## src/rtl/sid_cycle_sequencer.sv

```systemverilog
// Per-sample cycle schedule for the shared dual-SID voice/filter/DCA pipeline.
// One tick launches a CYCLES-long run; model changes are deferred to idle.
module sid_cycle_sequencer #(
    parameter int CYCLES      = 20,
    parameter int VOICE_START = 6
) (
    input  logic       clk,
    input  logic       rst_n,
    input  logic       tick,
    input  logic [1:0] model_in,
    input  logic       model_we,
    input  logic       ovr_clr,
    output logic [4:0] cycle,
    output logic [1:0] model,
    output logic       voice_valid,
    output logic [2:0] voice_slot,
    output logic       sid_sel,
    output logic       done,
    output logic       busy,
    output logic       overrun
);

    localparam logic [4:0] LAST_CYCLE  = 5'(CYCLES - 1);
    localparam logic [4:0] VOICE_FIRST = 5'(VOICE_START);
    localparam logic [4:0] VOICE_LAST  = 5'(VOICE_START + 5);

    logic [4:0] cycle_reg;
    logic [1:0] model_reg;
    logic [1:0] model_pend_reg;
    logic       model_dirty_reg;
    logic       pending_reg;
    logic       done_reg;
    logic       overrun_reg;

    logic idle;
    logic start;
    logic tick_lost;

    assign idle      = (cycle_reg == 5'd0);
    assign start     = idle && (tick || pending_reg);
    assign tick_lost = !idle && tick && pending_reg;

    always_ff @(posedge clk or negedge rst_n) begin
        if (!rst_n) begin
            cycle_reg       <= 5'd0;
            model_reg       <= 2'b00;
            model_pend_reg  <= 2'b00;
            model_dirty_reg <= 1'b0;
            pending_reg     <= 1'b0;
            done_reg        <= 1'b0;
            overrun_reg     <= 1'b0;
        end else begin
            done_reg <= 1'b0;
            if (idle) begin
                if (start) begin
                    cycle_reg   <= 5'd1;
                    pending_reg <= 1'b0;
                end
                // Idle writes land immediately, so a same-edge start sees them.
                if (model_we) begin
                    model_reg <= model_in;
                end
            end else begin
                if (tick && !pending_reg) begin
                    pending_reg <= 1'b1;
                end
                if (cycle_reg == LAST_CYCLE) begin
                    cycle_reg       <= 5'd0;
                    done_reg        <= 1'b1;
                    model_dirty_reg <= 1'b0;
                    if (model_we) begin
                        model_reg <= model_in;
                    end else if (model_dirty_reg) begin
                        model_reg <= model_pend_reg;
                    end
                end else begin
                    cycle_reg <= cycle_reg + 5'd1;
                    if (model_we) begin
                        model_pend_reg  <= model_in;
                        model_dirty_reg <= 1'b1;
                    end
                end
            end
            // A lost tick outranks a clear on the same edge.
            if (tick_lost) begin
                overrun_reg <= 1'b1;
            end else if (ovr_clr) begin
                overrun_reg <= 1'b0;
            end
        end
    end

    assign cycle       = cycle_reg;
    assign model       = model_reg;
    assign done        = done_reg;
    assign overrun     = overrun_reg;
    assign busy        = !idle;
    assign voice_valid = (cycle_reg >= VOICE_FIRST) && (cycle_reg <= VOICE_LAST);
    assign voice_slot  = voice_valid ? 3'(cycle_reg - VOICE_FIRST) : 3'd0;
    assign sid_sel     = voice_valid && (voice_slot >= 3'd3);

endmodule

```

## config.mk

```make
export PLATFORM = sky130hd
export DESIGN_NAME = sid_cycle_sequencer
export DESIGN_NICKNAME = d
export VERILOG_FILES = /design/src/rtl/sid_cycle_sequencer.sv
export SDC_FILE = /design/constraint.sdc
export NUM_CORES = 1
export LEC_CHECK = 0
export ABC_AREA = 1
export CORE_MARGIN = 2
export CORE_UTILIZATION = 41
export DETAILED_ROUTE_END_ITERATION = 12
export GPL_ROUTABILITY_DRIVEN = 0
export PLACE_DENSITY = 0.73
export SLEW_MARGIN = 20
export SYNTH_ARGS = -nofsm -noshare
export SYNTH_HDL_FRONTEND = slang
export SYNTH_SLANG_ARGS = --single-unit
export TNS_END_PERCENT = 50
```

## constraint.sdc

```tcl
create_clock -name clk -period 1.2 [get_ports clk]
set_input_delay 0.12 -clock clk [delete_from_list [all_inputs] [get_ports clk]]
set_output_delay 0.12 -clock clk [all_outputs]
set_load 0.005 [all_outputs]
```

==> flow_summary.json <==
{
  "startpoint_type": "flip-flop",
  "core_um2": 1750,
  "synth.most_common_cell": "nand2_1",
  "num_rows": 15,
  "io_buffers": 21,
  "die_h_um": 47.4,
  "r2r_slack_ns": -0.35,
  "fin_nets": 162,
  "cts_buffers": 3,
  "power_leakage_nw": 0.697,
  "clock_skew_ns": 0.00999,
  "maxCapViolations": 0,
  "min_path_type": "in2async",
  "ant_nets": 0,
  "area_delta_synth_final_pct": 77.3,
  "finalInstanceArea_um2": 1370,
  "total_power_mw": 3.76,
  "clock_path_buffers": 2,
  "reg2reg_to": "model[1]",
  "grt_max_degree": 14,
  "yosys_register_bits": 13,
  "drt_iter0_markers": 19,
  "cts-root-buf": "clkbuf_4",
  "num_io_pins": 22,
  "rsz0062_at_grt": "yes",
  "syn_area_per_cell_um2": 7.79,
  "fin_crit_sh_pct": 144,
  "yosysSeqAreaShare_pct": 42.2,
  "cpPeakStageDelay_ns": 0.42,
  "cp_data_arrival_time_ns": 1.61,
  "first_pass_iters": 4,
  "synth_compound_area_share_pct": 5.36,
  "synth-edff-count": 0,
  "viasPerCell": 5.01,
  "synth_top_family_by_area": "simple AND/OR/NAND/NOR gates",
  "cp-end-kind": "primary output",
  "failed_checks": "setup timing",
  "place_area_um2": 1140,
  "synthAdderAreaFrac_pct": 8.12,
  "cp.buffers_inverters": 3,
  "synthArstFlopShare_pct": 100,
  "synthMuxAreaShare_pct": 0,
  "diodes": 0,
  "cts_tree": "done",
  "routed_wl_um": 2520,
  "synth_ff_type": "dfrtp_1",
  "path_clk_slew_ns": 0.09,
  "path_max_fanout": 4,
  "relSlewSlack_pct": 85.4,
  "wl_per_cell_um": 14.5,
  "synth_common_cells": "29 x nand2_1, 13 x dfrtp_1, 13 x inv_1",
  "grt_overflow": 0,
  "path_class": "reg2out",
  "largest_reg_flops": 5,
  "yosysTopAreaCell": "dfrtp_1",
  "design.die.area_um2": 2240,
  "maxSlewViolCount": 0,
  "synth_area_um2": 771,
  "dp_hpwl_um": 1370,
  "cp.required_ns": 1.08,
  "start_util_pct": 44.2,
  "r2r_cells": 11,
  "synthDominantCellAreaShare_pct": 42.2,
  "synth_xor_area_share_pct": 2.27,
  "layout_setup_ws_ns": -0.530,
  "ir_drop_v": 0.00207,
  "met3WireLength_um": 73,
  "yosys_warnings": 0,
  "grt_usage_pct": 25.0,
  "wl_met2_um": 1380,
  "antenna_found_initial": 0,
  "met1_length_um": 969,
  "dp_cells": 159,
  "highest_layer": "met4",
  "clkLatencyLatePin_ns": 0.30,
  "fmax_mhz": 578,
  "critical-path-slowest-cell": "dfrtp_2",
  "remaining_drc_errors": 0,
  "synth.area.top_cells": "dfrtp_1 42%, nand2_1 14%, ha_1 8.1%",
  "vias": 872,
  "post-place-ws_ns": -0.483,
  "finalCriticalPeriod_ns": 1.73,
  "hold_viol": 0,
  "ys_types": 22,
  "p_per_area_nw_per_um2": 2750,
  "layout-drive-gt1-share_pct": 51.0,
  "r2r_start": "cycle[1]",
  "htreeDepth": 1,
  "cp_top_family": "flip-flops",
  "syn_nets": 111,
  "crit_chain": "buf_6, ha_4, nor2_4, a21oi_4, nand3b_1, buf_4, nand2_2, buf_2",
  "stdcell_count": 174,
  "die_w_um": 47.4,
  "grt_first_pass_wirelength_um": 3730,
  "final_util_pct": 78.3,
  "outcome": "finished with violations",
  "setup_viol": 22,
  "synth-simple-area-share_pct": 33.6,
  "clock_sinks": 13,
  "synthCells": 99,
  "worst_slew_pin_slew_ns": 0.217,
  "grt_pass1_vias": 800
}
[worst max-delay path by stage]
stage / from / end / cells after the start
finish: cycle[2] / sid_sel / 8
global route: cycle[2] / sid_sel / 8
CTS: cycle[2] / sid_sel / 9
detailed placement: cycle[0] / voice_slot[0] / 7
global placement: cycle[0] / voice_slot[0] / 7
floorplan: cycle[1] / cycle[1] / 9
[repair_timing]
item,CTS,global route
buffers inserted,10,1
setup endpoints to repair,27,23
hold buffers,0,0
pin swaps,12,10
gates resized for setup,72,13
[power breakdown]
part	switching (mW)	internal [mW]	total, mW
Clock	0.160	0.130	0.290
Sequential	0.189	0.630	0.819
Combinational	1.28	1.37	2.65
Total	1.63	2.13	3.76
[cells in the final DEF, fill, tap and decap left out, drive strengths merged]
cell,instances
inv,13
clkdlybuf4s15,1
nor2,11
xor2,2
clkbuf,6
buf,33
nor3,1
nand4,1
a21oi,2
nand3,9
o22ai,1
clkinv,1
o21ai,5
ha,5
nand3b,1
or2,1
dfrtp,13
dlygate4sd2,4
clkdlybuf4s50,7
nand2,32
[cell families (layout without fill, tap and decap cells)]
| logic type | Yosys count | after routing |
|---|---|---|
| simple gates | 56 | 56 |
| buf+inv | 15 | 65 |
| flops | 13 | 13 |
| compound gates | 8 | 8 |
| fa+ha+maj | 5 | 5 |
| xor+xnor | 2 | 2 |
[final cells by class]
cell class              instances  area, µm²
flip-flops and latches         13        330
fillers                       110        379
inverters                      14       60.1
clock buffers                   4       26.3
multi-input cells              71        517
well taps                      25       31.3
repair buffers                 47        402
[per-layer routing]
metal	vias to the layer above	global-route usage (%)
li1	414	-
met1	419	28.6
met5	-	0
met4	0	11.7
met3	11	3.85
met2	28	44.9
[through the flow]
stage	hold WS, ns	TNS, ns
3_3_place_gp	0.438	-5.24
3_5_place_dp	0.440	-5.62
2_1_floorplan	-0.176	-0.238
6_report	0.116	-6.57
4_1_cts	0.124	-5.84
5_1_grt	0.138	-7.83
[worst reg2reg max path, cell delays in order, from the launching register on]
cell and delay [ns]:
dfrtp_2 0.50, buf_6 0.16, inv_4 0.05, ha_4 0.12, inv_2 0.05, nor2_4 0.12
nand2_4 0.07, buf_6 0.15, nand2_2 0.06, nand2_1 0.05, nand3_1 0.06, nand2_1 0.05
Power figures use the tool's default switching activity.
==> RTL change 1 (same settings) <==
Make the reset (`rst_n`) synchronous in one clocked block.
--- a/src/rtl/sid_cycle_sequencer.sv
+++ b/src/rtl/sid_cycle_sequencer.sv
@@ -40,7 +40,7 @@
     assign start     = idle && (tick || pending_reg);
     assign tick_lost = !idle && tick && pending_reg;
 
-    always_ff @(posedge clk or negedge rst_n) begin
+    always_ff @(posedge clk) begin
         if (!rst_n) begin
             cycle_reg       <= 5'd0;
             model_reg       <= 2'b00;
Formal check against the unedited RTL: differs if rst_n is asserted again (counterexample within 4 cycles, from zero or initial values and one cycle with rst_n low); with rst_n held inactive, the same outputs for 10 cycles.
==> RTL change 1 against the original RTL <==
  * The flow still finishes with violations (negative setup slack)
  * Sequential power decreased by 17%
  * Synthesized area decreased by 4.4%
  * Critical path depth increased by 1
  * Setup slack improved by 0.094 ns
  * Power decreased by 30%
  * Routed wire length increased by 5.3%
  * Cell area increased by 3.8%
  * Synthesized cell count increased by 5.1%
  * Via count increased by 4.1%
  * Sequential cell count unchanged
  * Largest cell class unchanged
==> RTL change 1: results <==
[power]
powerComb_mw = 1.68
ir_worst_vdd_mv = 1.60
swShare_pct = 43.5
p_seq_mw = 0.678
p_leak_nw = 0.649

[outcome]
failed_checks = "negative setup slack"
outcome = "finished with violations"

[grt]
met2_usage_pct = 37.2
grt_pass1_wl_mm = 3.35
grt_pass1_vias = 811

[timing]
worst_slack_ns = -0.435
finalSetupViolCount = 20
skew_ns = 0.00471

[detailed_routing]
dr.first_iter.drc_count = 22
met2_length_mm = 1.42
wirelength_mm = 2.65
dr_wl_met3_um = 142

[place]
dpl.hpwl_mm = 1.33
dpl.cell_count = 164

[setup_path]
regToRegStartpoint = "cycle[0]"

[final_layout]
numSequentialCells = 13
inverters = 15
clock_tree_area_fraction_pct = 1.85
multi_input_gates = 75
fin_cells = 179
drive_gt1_share_pct = 55.2
multiInputGateArea_sq_um = 607

[synth]
synthFlopType = "dfxtp_1"
syn_nets = 116

[cts]
clkLatencyLatePin_ns = 0.28
-- RTL change 1: changes by cell type after synthesis, sizes merged, moves of 2 or more --
cell	unedited run	this run
inv	13	15
dfrtp	13	0
dfxtp	0	13
a21oi	2	4
nand2	32	27
nor2	11	22
-- RTL change 1: cell families (layout without fill, tap and decap cells) --
logic type	count (synthesis)	count (layout)	share of synthesized area, %
AND/OR/NAND/NOR	58	58	37.7
buffers and inverters	16	66	8.32
flip-flops	13	13	35.3
AO/OA/AOI/OAI	9	9	6.62
adder cells (fa/ha/maj)	5	5	8.49
XOR/XNOR	3	3	3.57
-- RTL change 1: final timing paths --
kind / slack [ns] / endpoint / cells past startpoint
worst max-delay path: -0.44 / sid_sel / 9
worst min-delay path: 0.45 / overrun / 2
worst max register to register: -0.35 / model_pend_reg[1] / 11
worst min register to register: 0.47 / model_dirty_reg / 2
-- RTL change 1: timing repair --
action,CTS,global route
endpoints found under the setup margin,28,23
gates cloned,0,0
setup buffers,5,8
pin swaps,13,17
resized for setup,71,28
==> RTL change 2 (config.mk and constraints unchanged) <==
Made on the original files. `CYCLES`: 20 -> 16.
--- a/src/rtl/sid_cycle_sequencer.sv
+++ b/src/rtl/sid_cycle_sequencer.sv
@@ -1,7 +1,7 @@
 // Per-sample cycle schedule for the shared dual-SID voice/filter/DCA pipeline.
 // One tick launches a CYCLES-long run; model changes are deferred to idle.
 module sid_cycle_sequencer #(
-    parameter int CYCLES      = 20,
+    parameter int CYCLES      = 16,
     parameter int VOICE_START = 6
 ) (
     input  logic       clk,
Check against the original RTL: no difference found for any inputs over 10 cycles, from zero or initial values and one cycle with rst_n low; that may be too few to reach the edited logic, so the function may still have changed.
==> RTL change 2 against the original RTL <==
  * The run still ends with negative setup slack left
  * Setup slack lost 0.10 ns
  * Critical endpoint is now voice_slot[1]
  * Critical path type unchanged
  * Critical path depth did not move
  * Combinational power rose by 20%
  * Cell area grew 14%
  * Sequential power decreased by 1%
  * Sequential cell count unchanged
  * Routed wire length rose by 28%
  * First-iteration DRC count grew 21%
  * Sequential share of layout area is 2.9 points lower
  * Register-to-register slack worse by 0.19 ns
  * Global-route usage shrank 0.43 points
  * Highest routed layer unchanged
  * Synthesized cell count unchanged
  * Power rose by 14%
  * Synthesized area shrank 0.16%
  * Largest power group unchanged
==> RTL change 2: results <==
[place]
dpl.cell_count = 164
dpl.hpwl_mm = 1.44

[synth]
synthCells = 99
ys_seq_area_share_pct = 42.3
syn_nets = 111
ys_top_cells_by_area = "dfrtp_1 (42%), nand2_1 (15%), ha_1 (8.1%)"
synth.distinct_cells = 19
async_flop_share_pct = 100
synthTopCellsByCount = "nand2_1 (30), dfrtp_1 (13), inv_1 (11), nor2_1 (9)"
synth_warnings = 0
synthFlopType = "dfrtp_1"

[outcome]
failed_checks = "negative setup slack"
outcome = "finished with violations"

[grt]
met3_usage_pct = 8.08
track_usage_pct = 24.5
grt_use_met1_pct = 26.8
antenna_found_initial = 0
grt_pass1_vias = 875
met2_usage_pct = 41.6
grt_pass1_wl_mm = 3.80

[timing]
worst_slack_ns = -0.630
tns_ns = -8.79
skew_ns = 0.00624
relSlewSlack_pct = 78.8
finalSetupViolCount = 21

[setup_path]
crit_arrival_ns = 1.71
worstRegToRegCells = 10

[detailed_routing]
num_vias = 957
wl_per_cell_um = 17.4
vias_per_cell = 5.17
dr.first_iter.drc_count = 23

[power]
intPower_mw = 2.40
p_leak_nw = 0.787
ir_worst_vdd_mv = 2.01

[final_layout]
fin_nets = 173
drive_gt1_share_pct = 58.1
[RTL change 2: cells by family (layout without fill, tap and decap cells)]
logic type	after synthesis	in the layout	synth area share [%]
AOI/OAI and AO/OA	10	10	6.83
buffers and inverters	15	76	7.48
adders and majority gates	5	5	8.13
DFF	13	13	42.3
and+or+nand+nor	55	55	34.1
xor gates and xnor gates	1	1	1.14
[RTL change 2: critical path, stage by stage (launching register included)]
cell     delay [ns]
dfrtp_2        0.51
ha_4           0.18
nand2_4        0.05
a21oi_4        0.16
buf_4          0.14
nand2_4        0.05
buf_6          0.11
nor2_2         0.09
buf_2          0.12
[RTL change 2: metal layers]
layer | vias up | wire, um
li1 | 435 | -
met1 | 443 | 1170
met2 | 52 | 1640
met3 | 27 | 193
met4 | 0 | 210
met5 | - | 0
[RTL change 2: power groups by stage]
stage | Combinational, mW | Sequential (mW) | Clock (mW)
3_5_place_dp | 1.86 | 0.762 | 0
4_1_cts | 2.39 | 0.782 | 0.279
6_report | 3.17 | 0.810 | 0.289
5_1_grt | 3.31 | 0.821 | 0.316
3_3_place_gp | 1.79 | 0.755 | 0
2_1_floorplan | 0.789 | 0.769 | 0
[RTL change 2: final cells by class]
| class | count | area [sq um] |
|---|---|---|
| clock buffer | 4 | 26.3 |
| multi-input combinational | 71 | 589 |
| sequential | 13 | 330 |
| tap | 25 | 31.3 |
| inverter | 14 | 60.1 |
| timing repair buffer | 58 | 514 |
| fill | 83 | 194 |
[RTL change 2: worst paths after layout]
| kind | start | endpoint | slack, ns |
|---|---|---|---|
| max | cycle[1] | voice_slot[1] | -0.63 |
| min | rst_n | cycle[2] | 0.14 |
| max reg2reg | cycle[1] | cycle[1] | -0.54 |
| min reg2reg | model[1] | model[1] | 0.47 |
| max in group asynchronous | rst_n | cycle[3] | 0.88 |
| min in group clk | ovr_clr | overrun | 0.40 |
[RTL change 2: stage by stage]
stage                     worst slack [ns]  instance area (sq um)
after floorplan                    -0.0510                    795
after global placement              -0.428                   1180
after detailed placement            -0.552                   1180
after CTS                           -0.505                   1400
after global routing                -0.686                   1550
final                               -0.630                   1550
[RTL change 2: what timing repair did]
item,in CTS,in global routing
resized for setup,71,31
pin swaps,15,12
setup endpoints to repair,26,23
endpoints found under the hold margin,0,0
gates cloned,1,0
buffers inserted,12,6
